==> config.mk <==
export PLATFORM = sky130hd
export DESIGN_NAME = wb_b3_burst_master
export DESIGN_NICKNAME = d
export VERILOG_FILES = /design/src/rtl/wb_b3_pkg.sv /design/src/rtl/wb_b3_adr_gen.sv /design/src/rtl/wb_b3_burst_master.sv
export SDC_FILE = /design/constraint.sdc
export NUM_CORES = 1
export LEC_CHECK = 0
export BUFFER_PORTS_ARGS = -buffer_cell sky130_fd_sc_hd__buf_2
export CORE_AREA = 2 2 98 100
export DETAILED_ROUTE_END_ITERATION = 10
export DIE_AREA = 0 0 100 102
export PLACE_DENSITY = 0.76
export SETUP_SLACK_MARGIN = 0.5
export SKIP_CTS_REPAIR_TIMING = 1
export SLEW_MARGIN = 10
export SYNTH_ARGS = -nofsm -noshare
export SYNTH_HDL_FRONTEND = slang
export SYNTH_SLANG_ARGS = --single-unit
==> constraint.sdc <==
create_clock -name wb_clk_i -period 1.7 [get_ports wb_clk_i]
set_input_delay 0.085 -clock wb_clk_i [delete_from_list [all_inputs] [get_ports wb_clk_i]]
set_output_delay 0.085 -clock wb_clk_i [all_outputs]
set_load 0.01 [all_outputs]
==> src/rtl/wb_b3_pkg.sv <==
// wb_b3_pkg
//   Shared definitions for the Wishbone B3 burst master:
//   - CTI codes (cycle type identifier)
//   - BTE codes (burst type extension)
//   - FSM state type
package wb_b3_pkg;

  localparam logic [2:0] CTI_CLASSIC = 3'b000;
  localparam logic [2:0] CTI_CONST   = 3'b001;
  localparam logic [2:0] CTI_INCR    = 3'b010;
  localparam logic [2:0] CTI_EOB     = 3'b111;

  localparam logic [1:0] BTE_LINEAR  = 2'b00;
  localparam logic [1:0] BTE_WRAP4   = 2'b01;
  localparam logic [1:0] BTE_WRAP8   = 2'b10;
  localparam logic [1:0] BTE_WRAP16  = 2'b11;

  typedef enum logic [1:0] {
    ST_IDLE = 2'd0,
    ST_BUS  = 2'd1,
    ST_DONE = 2'd2
  } state_e;

endpackage

==> src/rtl/wb_b3_adr_gen.sv <==
// wb_b3_adr_gen
//   Combinational next-beat address for a Wishbone B3 burst.
//   Ports:
//     adr_i      - current byte address (word aligned)
//     bte_i      - burst type extension (linear / wrap4 / wrap8 / wrap16)
//     adr_nxt_o  - address of the following beat
//   Linear bursts add dw/8 over the full width. Wrapping bursts add dw/8
//   but only keep the result in the low 2/3/4 word-address bits; all other
//   bits (byte offset and the upper address) come from the current address.
module wb_b3_adr_gen
  import wb_b3_pkg::*;
#(
  parameter int dw = 32,
  parameter int aw = 32
) (
  input  logic [aw-1:0] adr_i,
  input  logic [1:0]    bte_i,
  output logic [aw-1:0] adr_nxt_o
);

  localparam int STEP = dw / 8;
  localparam int SH   = $clog2(STEP);

  // Masks selecting the wrapping word-address bits, positioned above the
  // byte-offset bits.
  localparam logic [aw-1:0] MASK_WRAP4  = aw'(3)  << SH;
  localparam logic [aw-1:0] MASK_WRAP8  = aw'(7)  << SH;
  localparam logic [aw-1:0] MASK_WRAP16 = aw'(15) << SH;

  logic [aw-1:0] adr_inc;
  logic [aw-1:0] keep_mask;

  always_comb begin
    adr_inc   = adr_i + aw'(STEP);
    keep_mask = '1;
    case (bte_i)
      BTE_WRAP4:  keep_mask = MASK_WRAP4;
      BTE_WRAP8:  keep_mask = MASK_WRAP8;
      BTE_WRAP16: keep_mask = MASK_WRAP16;
      default:    keep_mask = '1;
    endcase
    adr_nxt_o = (adr_i & ~keep_mask) | (adr_inc & keep_mask);
  end

endmodule

==> src/rtl/wb_b3_burst_master.sv <==
// wb_b3_burst_master
//   Converts a simple command/data interface into Wishbone B3 incrementing
//   or wrapping bursts of 1..16 beats.
//   Command side:
//     cmd_valid_i/cmd_ready_o handshake; cmd_we_i, cmd_adr_i, cmd_len_i
//     (beats-1), cmd_bte_i are captured on accept.
//   Data side:
//     wr_dat_i/wr_valid_i/wr_ready_o  - write beats (wr_ready_o = beat acked)
//     rd_dat_o/rd_valid_o             - read beats, one-cycle pulse per ack
//     done_o                          - one-cycle pulse when a command ends
//     err_o                           - sticky error/timeout flag of the last
//                                       command, cleared on the next accept
//   Wishbone B3 master: wb_adr_o, wb_dat_o, wb_sel_o, wb_we_o, wb_cyc_o,
//     wb_stb_o, wb_cti_o, wb_bte_o, wb_dat_i, wb_ack_i, wb_err_i, wb_rty_i.
//   Clock/reset: wb_clk_i, wb_rst_n_i (asynchronous, active-low).
//   Optional feature: define WB_MASTER_TIMEOUT_EN to enable a strobe watchdog
//     of TIMEOUT_CYCLES cycles that aborts the burst and flags err_o.
module wb_b3_burst_master
  import wb_b3_pkg::*;
#(
  parameter int dw             = 32,
  parameter int aw             = 32,
  parameter int TIMEOUT_CYCLES = 255
) (
  input  logic            wb_clk_i,
  input  logic            wb_rst_n_i,
  // command
  input  logic            cmd_valid_i,
  output logic            cmd_ready_o,
  input  logic            cmd_we_i,
  input  logic [aw-1:0]   cmd_adr_i,
  input  logic [3:0]      cmd_len_i,
  input  logic [1:0]      cmd_bte_i,
  // data
  input  logic [dw-1:0]   wr_dat_i,
  input  logic            wr_valid_i,
  output logic            wr_ready_o,
  output logic [dw-1:0]   rd_dat_o,
  output logic            rd_valid_o,
  output logic            done_o,
  output logic            err_o,
  // wishbone
  output logic [aw-1:0]   wb_adr_o,
  output logic [dw-1:0]   wb_dat_o,
  output logic [dw/8-1:0] wb_sel_o,
  output logic            wb_we_o,
  output logic            wb_cyc_o,
  output logic            wb_stb_o,
  output logic [2:0]      wb_cti_o,
  output logic [1:0]      wb_bte_o,
  input  logic [dw-1:0]   wb_dat_i,
  input  logic            wb_ack_i,
  input  logic            wb_err_i,
  input  logic            wb_rty_i
);

  state_e        state_q, state_d;
  logic          we_q, we_d;
  logic [aw-1:0] adr_q, adr_d;
  logic [3:0]    len_q, len_d;
  logic [1:0]    bte_q, bte_d;
  logic [3:0]    cnt_q, cnt_d;
  logic          cyc_q, cyc_d;
  logic          err_q, err_d;
  logic          done_q, done_d;

  logic [aw-1:0] adr_nxt;
  logic          stb;
  logic          ack_hit;
  logic          err_hit;
  logic          rty_hit;
  logic          timeout_hit;
  logic [2:0]    cti;

  wb_b3_adr_gen #(
    .dw (dw),
    .aw (aw)
  ) u_adr_gen (
    .adr_i     (adr_q),
    .bte_i     (bte_q),
    .adr_nxt_o (adr_nxt)
  );

  // Writes only strobe when a data word is present, so the bus sees wait
  // states instead of stale data.
  assign stb = cyc_q & (we_q ? wr_valid_i : 1'b1);

  // Responses are qualified by cyc so anything arriving outside a cycle is
  // ignored. Priority err > rty > ack: an err together with ack never
  // counts as a data beat.
  assign err_hit = cyc_q & wb_err_i;
  assign rty_hit = cyc_q & wb_rty_i & ~wb_err_i;
  assign ack_hit = stb & wb_ack_i & ~wb_err_i & ~wb_rty_i;

`ifdef WB_MASTER_TIMEOUT_EN
  localparam int TmoW = (TIMEOUT_CYCLES < 2) ? 1 : $clog2(TIMEOUT_CYCLES + 1);

  logic [TmoW-1:0] tmo_q, tmo_d;

  // Fires on the TIMEOUT_CYCLES-th consecutive strobe cycle without an ack.
  assign timeout_hit = stb & ~wb_ack_i & ~wb_err_i & ~wb_rty_i &
                       (tmo_q == TmoW'(TIMEOUT_CYCLES - 1));

  always_comb begin
    tmo_d = tmo_q;
    if (state_q != ST_BUS) begin
      tmo_d = '0;
    end else if (wb_ack_i) begin
      tmo_d = '0;
    end else if (stb) begin
      tmo_d = tmo_q + TmoW'(1);
    end
  end

  always_ff @(posedge wb_clk_i or negedge wb_rst_n_i) begin
    if (!wb_rst_n_i) begin
      tmo_q <= '0;
    end else begin
      tmo_q <= tmo_d;
    end
  end
`else
  assign timeout_hit = 1'b0;
`endif

  // Single beats are classic cycles; bursts are incrementing with an
  // end-of-burst marker on the final beat.
  always_comb begin
    cti = CTI_CLASSIC;
    if (cyc_q && (len_q != 4'd0)) begin
      cti = (cnt_q != 4'd0) ? CTI_INCR : CTI_EOB;
    end
  end

  always_comb begin
    state_d = state_q;
    we_d    = we_q;
    adr_d   = adr_q;
    len_d   = len_q;
    bte_d   = bte_q;
    cnt_d   = cnt_q;
    cyc_d   = cyc_q;
    err_d   = err_q;
    done_d  = 1'b0;

    case (state_q)
      ST_IDLE: begin
        if (cmd_valid_i) begin
          we_d    = cmd_we_i;
          adr_d   = cmd_adr_i;
          len_d   = cmd_len_i;
          bte_d   = cmd_bte_i;
          cnt_d   = cmd_len_i;
          cyc_d   = 1'b1;
          err_d   = 1'b0;
          state_d = ST_BUS;
        end
      end

      ST_BUS: begin
        if (err_hit || timeout_hit) begin
          err_d   = 1'b1;
          cyc_d   = 1'b0;
          done_d  = 1'b1;
          state_d = ST_DONE;
        end else if (rty_hit) begin
          cyc_d   = 1'b0;
          done_d  = 1'b1;
          state_d = ST_DONE;
        end else if (ack_hit) begin
          // Address is advanced in the ack cycle so the next beat can be
          // presented immediately.
          adr_d = adr_nxt;
          if (cnt_q == 4'd0) begin
            cyc_d   = 1'b0;
            done_d  = 1'b1;
            state_d = ST_DONE;
          end else begin
            cnt_d = cnt_q - 4'd1;
          end
        end
      end

      ST_DONE: begin
        state_d = ST_IDLE;
      end

      default: begin
        state_d = ST_IDLE;
        cyc_d   = 1'b0;
      end
    endcase
  end

  always_ff @(posedge wb_clk_i or negedge wb_rst_n_i) begin
    if (!wb_rst_n_i) begin
      state_q <= ST_IDLE;
      we_q    <= 1'b0;
      adr_q   <= '0;
      len_q   <= 4'd0;
      bte_q   <= BTE_LINEAR;
      cnt_q   <= 4'd0;
      cyc_q   <= 1'b0;
      err_q   <= 1'b0;
      done_q  <= 1'b0;
    end else begin
      state_q <= state_d;
      we_q    <= we_d;
      adr_q   <= adr_d;
      len_q   <= len_d;
      bte_q   <= bte_d;
      cnt_q   <= cnt_d;
      cyc_q   <= cyc_d;
      err_q   <= err_d;
      done_q  <= done_d;
    end
  end

  assign cmd_ready_o = (state_q == ST_IDLE);
  assign wb_cyc_o    = cyc_q;
  assign wb_stb_o    = stb;
  assign wb_we_o     = cyc_q & we_q;
  assign wb_adr_o    = adr_q;
  assign wb_dat_o    = (cyc_q & we_q) ? wr_dat_i : '0;
  assign wb_sel_o    = '1;
  assign wb_cti_o    = cti;
  assign wb_bte_o    = bte_q;
  assign rd_dat_o    = wb_dat_i;
  assign rd_valid_o  = ack_hit & ~we_q;
  assign wr_ready_o  = ack_hit & we_q;
  assign done_o      = done_q;
  assign err_o       = err_q;

endmodule

* Yosys cells after proc, flatten, opt, wreduce, memory -nomap -nowiden
Index checks and enable logic that the tools add are counted.
** Operators by class
- $add $sub $neg :: 2
- $mul :: 0
- Div/mod/pow operators :: 0
- $lt $le $gt $ge :: 0
- Eq/ne operators :: 13
- Shift-type cells :: 0
- Mux-type cells :: 36
- Bitwise operators :: 18
- Reduce and logical (&&, ||, !) cells :: 12
** Operators with widths (number)
- $mux 32 :: 5
- $pmux 32 s3 :: 1
- $and 32x32->32 :: 2
- $pmux 32 s2 :: 1
- $add 32x3->32 const B :: 1
- $not 32->32 :: 1
- $or 32x32->32 :: 1
- $mux 4 :: 5
- $mux 1 :: 13
- $ne 2x2->1 const B :: 6
- $and 1x1->1 :: 10
- $mux 2 :: 5
- $ne 4x4->1 const B :: 2
- $pmux 4 s2 :: 1
- $reduce_bool 4->1 :: 2
- $eq 2x2->1 const B :: 3
- $mux 3 :: 2
- $reduce_and 3->1 :: 2
- $reduce_and 6->1 :: 1
- $reduce_and 5->1 :: 1
- $eq 2x1->1 const B :: 2
- $logic_not 4->1 :: 1
- $not 1->1 :: 4
- $pmux 2 s2 :: 1
- other kinds (8) :: 8
** Word-level totals
- Register bits after elaboration :: 48
- Bits in latches :: 0
- Memory bits (writable) :: 0
- ROM bits :: 0
- Input bits :: 110
- Output and inout port bits :: 113
- Memories :: 0

* Longest topological paths before layout
- Word-level depth :: 9
- Mapped depth :: 9
- Mapped depth without buffers :: 7

* Hierarchy
Synthesis repeated with hierarchy kept, for this count alone.
** Unflattened totals
- Cells, all modules :: 404
- Area, all modules :: 3463.3 sq um
** By module, submodules not included
- wb_b3_burst_master :: times used 1, cells each 306, area each 2786.4 sq um, sequential area each 1201.2 sq um
- wb_b3_adr_gen :: times used 1, cells each 98, area each 676.9 sq um, sequential area each 0.0 sq um

* Worst setup path before layout
Ideal clock, no wire load.
- Kind :: reg2reg
- Start :: reg bte_q[1], in the netlist wb_bte_o[1]
- End :: reg with a tool-made name
- Setup time :: 124 ps
- Arrival :: 1765 ps
- Required time :: 1576 ps
- Slack :: -189 ps
- Cell stages (with the launch flop) :: 10
- Buffers on the path :: 2
- Period minus slack after synthesis :: 1889 ps
- Path through :: dfrtp_1 -> inv_1 -> ha_1 -> and3b_1 -> buf_6 -> nand4_4 -> nand2_1 -> clkbuf_1 -> o21ai_0 -> o2bb2ai_1
** RTL lines
- from (decl) :: RTL line wb_b3_burst_master.sv:61 : logic [1:0] bte_q, bte_d;
- from (signal assigned) :: RTL line wb_b3_burst_master.sv:211 : bte_q <= bte_d;

==> run summary <==
The run gives 39 as the largest net degree at the start of global routing. A synthesized cell averages 8.187 um2. In this run the cell area measured after placement is 4499 um2. The type of element launching the critical path was a flop. The share of post-route cells with drive strength above 1 came out at 0.6140.

Setup violations remaining at the end of the flow were counted as 4. The overflow left after global routing is 0, and the number of buffers inserted during clock tree synthesis is 5. The logs give -0.01805 ns for the worst setup slack after placement and 0 for the number of synthesis warnings. Synthesis produced a netlist whose cell count is 427. Yosys attributes the largest share of cell area to sky130_fd_sc_hd__dfrtp_1 34%, sky130_fd_sc_hd__buf_4 8.8%, sky130_fd_sc_hd__and3_1 6.8%. The congestion estimate from routability-driven global placement came to 0.8631. In this run the deepest clock path goes through 2 buffers. The register area share after synthesis was 0.3436. The flow ran to the end, but the final reports show violations.

The final reports fail on hold timing, setup timing. The area added between synthesis and finish works out to 70.72%. Signal routing reaches up to met4. The run gives 9109 um2 as the core region area. STA classifies the critical path endpoint as a flop. The clock tree synthesis step divided the H-tree into 2 levels. Setup repair after global routing could not meet its margin everywhere. At the worst endpoint, the arrival time is 2.00 ns. The final layout contains routed wiring with a total length of 15990 um.

The tools report the maximum clock frequency as 575.3 MHz. After detailed routing, the met2 layer carries 7816 um of wire. The tools report the flop-to-flop setup slack as -0.04 ns.

The most used flip-flop cell after synthesis is sky130_fd_sc_hd__dfrtp_1. By count the netlist is led by 62 x sky130_fd_sc_hd__nand2_1, 48 x sky130_fd_sc_hd__dfrtp_1, 41 x sky130_fd_sc_hd__buf_4, 38 x sky130_fd_sc_hd__and3_1, 33 x sky130_fd_sc_hd__nor2_1. Areal power density over the cells: 1680 nW/um2. Dividing the detail-routed via count by the number of cells gives 6.103. The maximum ir drop on the vdd rail was 0.0008770 V. The number of global-route vias before repair is 3559, and the routed wirelength normalized by instance count is 21.67 um. Port buffering added 154 buffers. The HPWL after detailed placement is 8903 um.

The number of antenna violations at the first check in global routing is 0, and the die height is 102 um. The area share of the leading cell type in the synthesized netlist came out at 0.3436. Cell type with the largest total area after synthesis: sky130_fd_sc_hd__dfrtp_1. Across the run, the number of max-cap violations was 0. Yosys mapped the design onto 61 distinct sky130hd cell types. For the number of nets in the finished design, the log shows 740.

The routed layout has 4504 vias. After detailed routing, the wire length on met1 is 6293 um. TritonCTS built the clock tree. The floorplan step defined a die boundary enclosing 10200 um2.

The cell sitting at the root of the clock tree is a sky130_fd_sc_hd__clkbuf_8. The number of detailed-routing iterations run before antenna repair was 5; the part of the cycle the worst path needs was 1.022. The later pin in the worst-skew pair is clocked with a latency of 0.32 ns. For the final database, setup skew stands at 0.01642 ns. The completed layout was analyzed and its total power is 10.03 mW. By startpoint and endpoint, the worst setup path is classified as reg -> reg. Data required time of the worst path: 1.96 ns.

The worst path needs 1.738 ns of the cycle, external delays included. The floorplan has 35 rows. The starting density of the core came out at 0.3838. The tools report the total track usage as 0.2222. The first global-routing pass estimated 18220 um of wire. The floorplan step set the die width to 100 um.

Pin placement for this block handled 223 I/O pins. 0 antenna diodes ended up in the layout. The finished cells cover 5968 um2. The clock drives 48 sinks. The DRC violation count after routing is 0, and the worst-case hold slack is -0.02985 ns. The run gives -0.03821 ns as the final critical-path setup slack. The number of storage elements in the synthesis netlist was 48. The async set-reset flop share out of synthesis was 1.000. The detailed router finished its first iteration with 480 violations.

Length of routed met3 wiring: 1496 um. The number of endpoints with negative hold slack in the final report is 3. The count of antenna-violating nets left after detailed routing was 0; the number of flops mapped to enable cells by yosys was 0.

The highest net fanout along the worst path came out at 7. Worst hold-check path type: in -> reg. The analysis attributes to cell leakage a power of 2.797 nW. Clock-pin slew of the registers on the worst-case setup and hold paths: 0.11 ns. Area of the mapped netlist: 3496 um2. The tools report the number of pins exceeding their max-slew limit in the final report as 0. The most common cell in the synthesized netlist is sky130_fd_sc_hd__nand2_1.
[path summary, 6_finish.rpt]
| check | start | end | cells after the start |
|---|---|---|---|
| worst max-delay path | wb_bte_o[1] | flop | 6 |
| worst min-delay path | cmd_adr_i[0] | flop | 3 |
| worst max register to register | wb_bte_o[1] | flop | 6 |
| worst min register to register | flop | flop | 2 |
| max in group asynchronous | wb_rst_n_i | asynchronous set/reset pin | 3 |
| min in group asynchronous | wb_rst_n_i | wb_adr_o[3] | 2 |
[metrics by stage]
step            TNS [ns]  hold slack (ns)    util  std cells
4_1_cts          -0.3544          -0.3488  0.5033        682
3_3_place_gp           0         -0.01110  0.4940        674
2_1_floorplan  -0.001179          -0.2106       -        430
3_5_place_dp    -0.04130        -0.008953  0.4940        674
5_1_grt          -0.7194        -0.001497  0.6552        738
6_report        -0.09058         -0.02985  0.6552        738
[power by group]
| group | switching (mW) | leakage [nW] | internal [mW] |
|---|---|---|---|
| combinational | 3.55 | 2.17 | 3.47 |
| clock | 0.438 | 0.0412 | 0.290 |
| sequential | 0.602 | 0.581 | 1.68 |
[layout make-up]
| cell class | count | area (um2) |
|---|---|---|
| Clock inverter | 2 | 12.51 |
| Multi-Input combinational cell | 307 | 2409 |
| Inverter | 7 | 26.28 |
| Timing Repair Buffer | 257 | 2096 |
| Tap cell | 111 | 138.9 |
| Sequential cell | 48 | 1214 |
| Fill cell | 672 | 3141 |
| Clock buffer | 6 | 72.57 |
[cells in the final DEF (no fill, tap or decap), types with 4 or more instances in the layout]
| master | synthesis | routed |
|---|---|---|
| sky130_fd_sc_hd__inv_2 | 0 | 4 |
| sky130_fd_sc_hd__nand4_1 | 12 | 12 |
| sky130_fd_sc_hd__buf_12 | 0 | 6 |
| sky130_fd_sc_hd__nand3_1 | 17 | 13 |
| sky130_fd_sc_hd__clkbuf_16 | 0 | 5 |
| sky130_fd_sc_hd__o31a_1 | 4 | 4 |
| sky130_fd_sc_hd__and3_1 | 38 | 4 |
| sky130_fd_sc_hd__dfrtp_2 | 0 | 10 |
| sky130_fd_sc_hd__mux2i_1 | 6 | 6 |
| sky130_fd_sc_hd__buf_6 | 2 | 63 |
| sky130_fd_sc_hd__o22ai_1 | 4 | 4 |
| sky130_fd_sc_hd__dfrtp_1 | 48 | 38 |
| sky130_fd_sc_hd__dlygate4sd3_1 | 0 | 6 |
| sky130_fd_sc_hd__buf_2 | 6 | 114 |
| sky130_fd_sc_hd__nand2_2 | 0 | 10 |
| sky130_fd_sc_hd__o21ai_0 | 22 | 6 |
| sky130_fd_sc_hd__nand2_1 | 62 | 48 |
| sky130_fd_sc_hd__a32o_1 | 8 | 8 |
| sky130_fd_sc_hd__a21oi_1 | 14 | 9 |
| sky130_fd_sc_hd__nor2_1 | 33 | 26 |
| sky130_fd_sc_hd__conb_1 | 1 | 4 |
| sky130_fd_sc_hd__buf_8 | 0 | 5 |
| sky130_fd_sc_hd__a22oi_1 | 6 | 5 |
| sky130_fd_sc_hd__o21ai_2 | 0 | 8 |
| sky130_fd_sc_hd__nor2_4 | 1 | 7 |
| sky130_fd_sc_hd__o21ai_1 | 3 | 11 |
| sky130_fd_sc_hd__and2_4 | 0 | 4 |
| sky130_fd_sc_hd__buf_4 | 41 | 58 |
| sky130_fd_sc_hd__clkbuf_8 | 1 | 5 |
| sky130_fd_sc_hd__and3_4 | 0 | 34 |
[logic make-up (layout without fill, tap and decap cells)]
kind of cell               after synthesis  in the layout  share of synthesized area
buffers and inverters                   75            272                     0.1339
adders and majority gates                4              4                    0.01432
AOI/OAI and AO/OA                       93             93                     0.1854
xor gates and xnor gates                 1              1                   0.002506
DFF                                     48             48                     0.3436
other                                    1              4                   0.001073
and+or+nand+nor                        199            199                     0.3021
muxes                                    6              6                    0.01718
[worst max-delay path: stages (launching register included)]
cell and delay [ns]:
sky130_fd_sc_hd__dfrtp_1 0.40, sky130_fd_sc_hd__inv_2 0.09, sky130_fd_sc_hd__ha_4 0.19, sky130_fd_sc_hd__and3b_2 0.25
sky130_fd_sc_hd__nand4_4 0.21, sky130_fd_sc_hd__or4_1 0.45, sky130_fd_sc_hd__nand3_1 0.10
[layer usage]
layer,track usage,up-vias
li1,-,1909
met1,0.3276,2220
met2,0.3467,321
met3,0.03215,54
met4,0.05163,0
met5,0,-
Power figures use the tool's default switching activity.
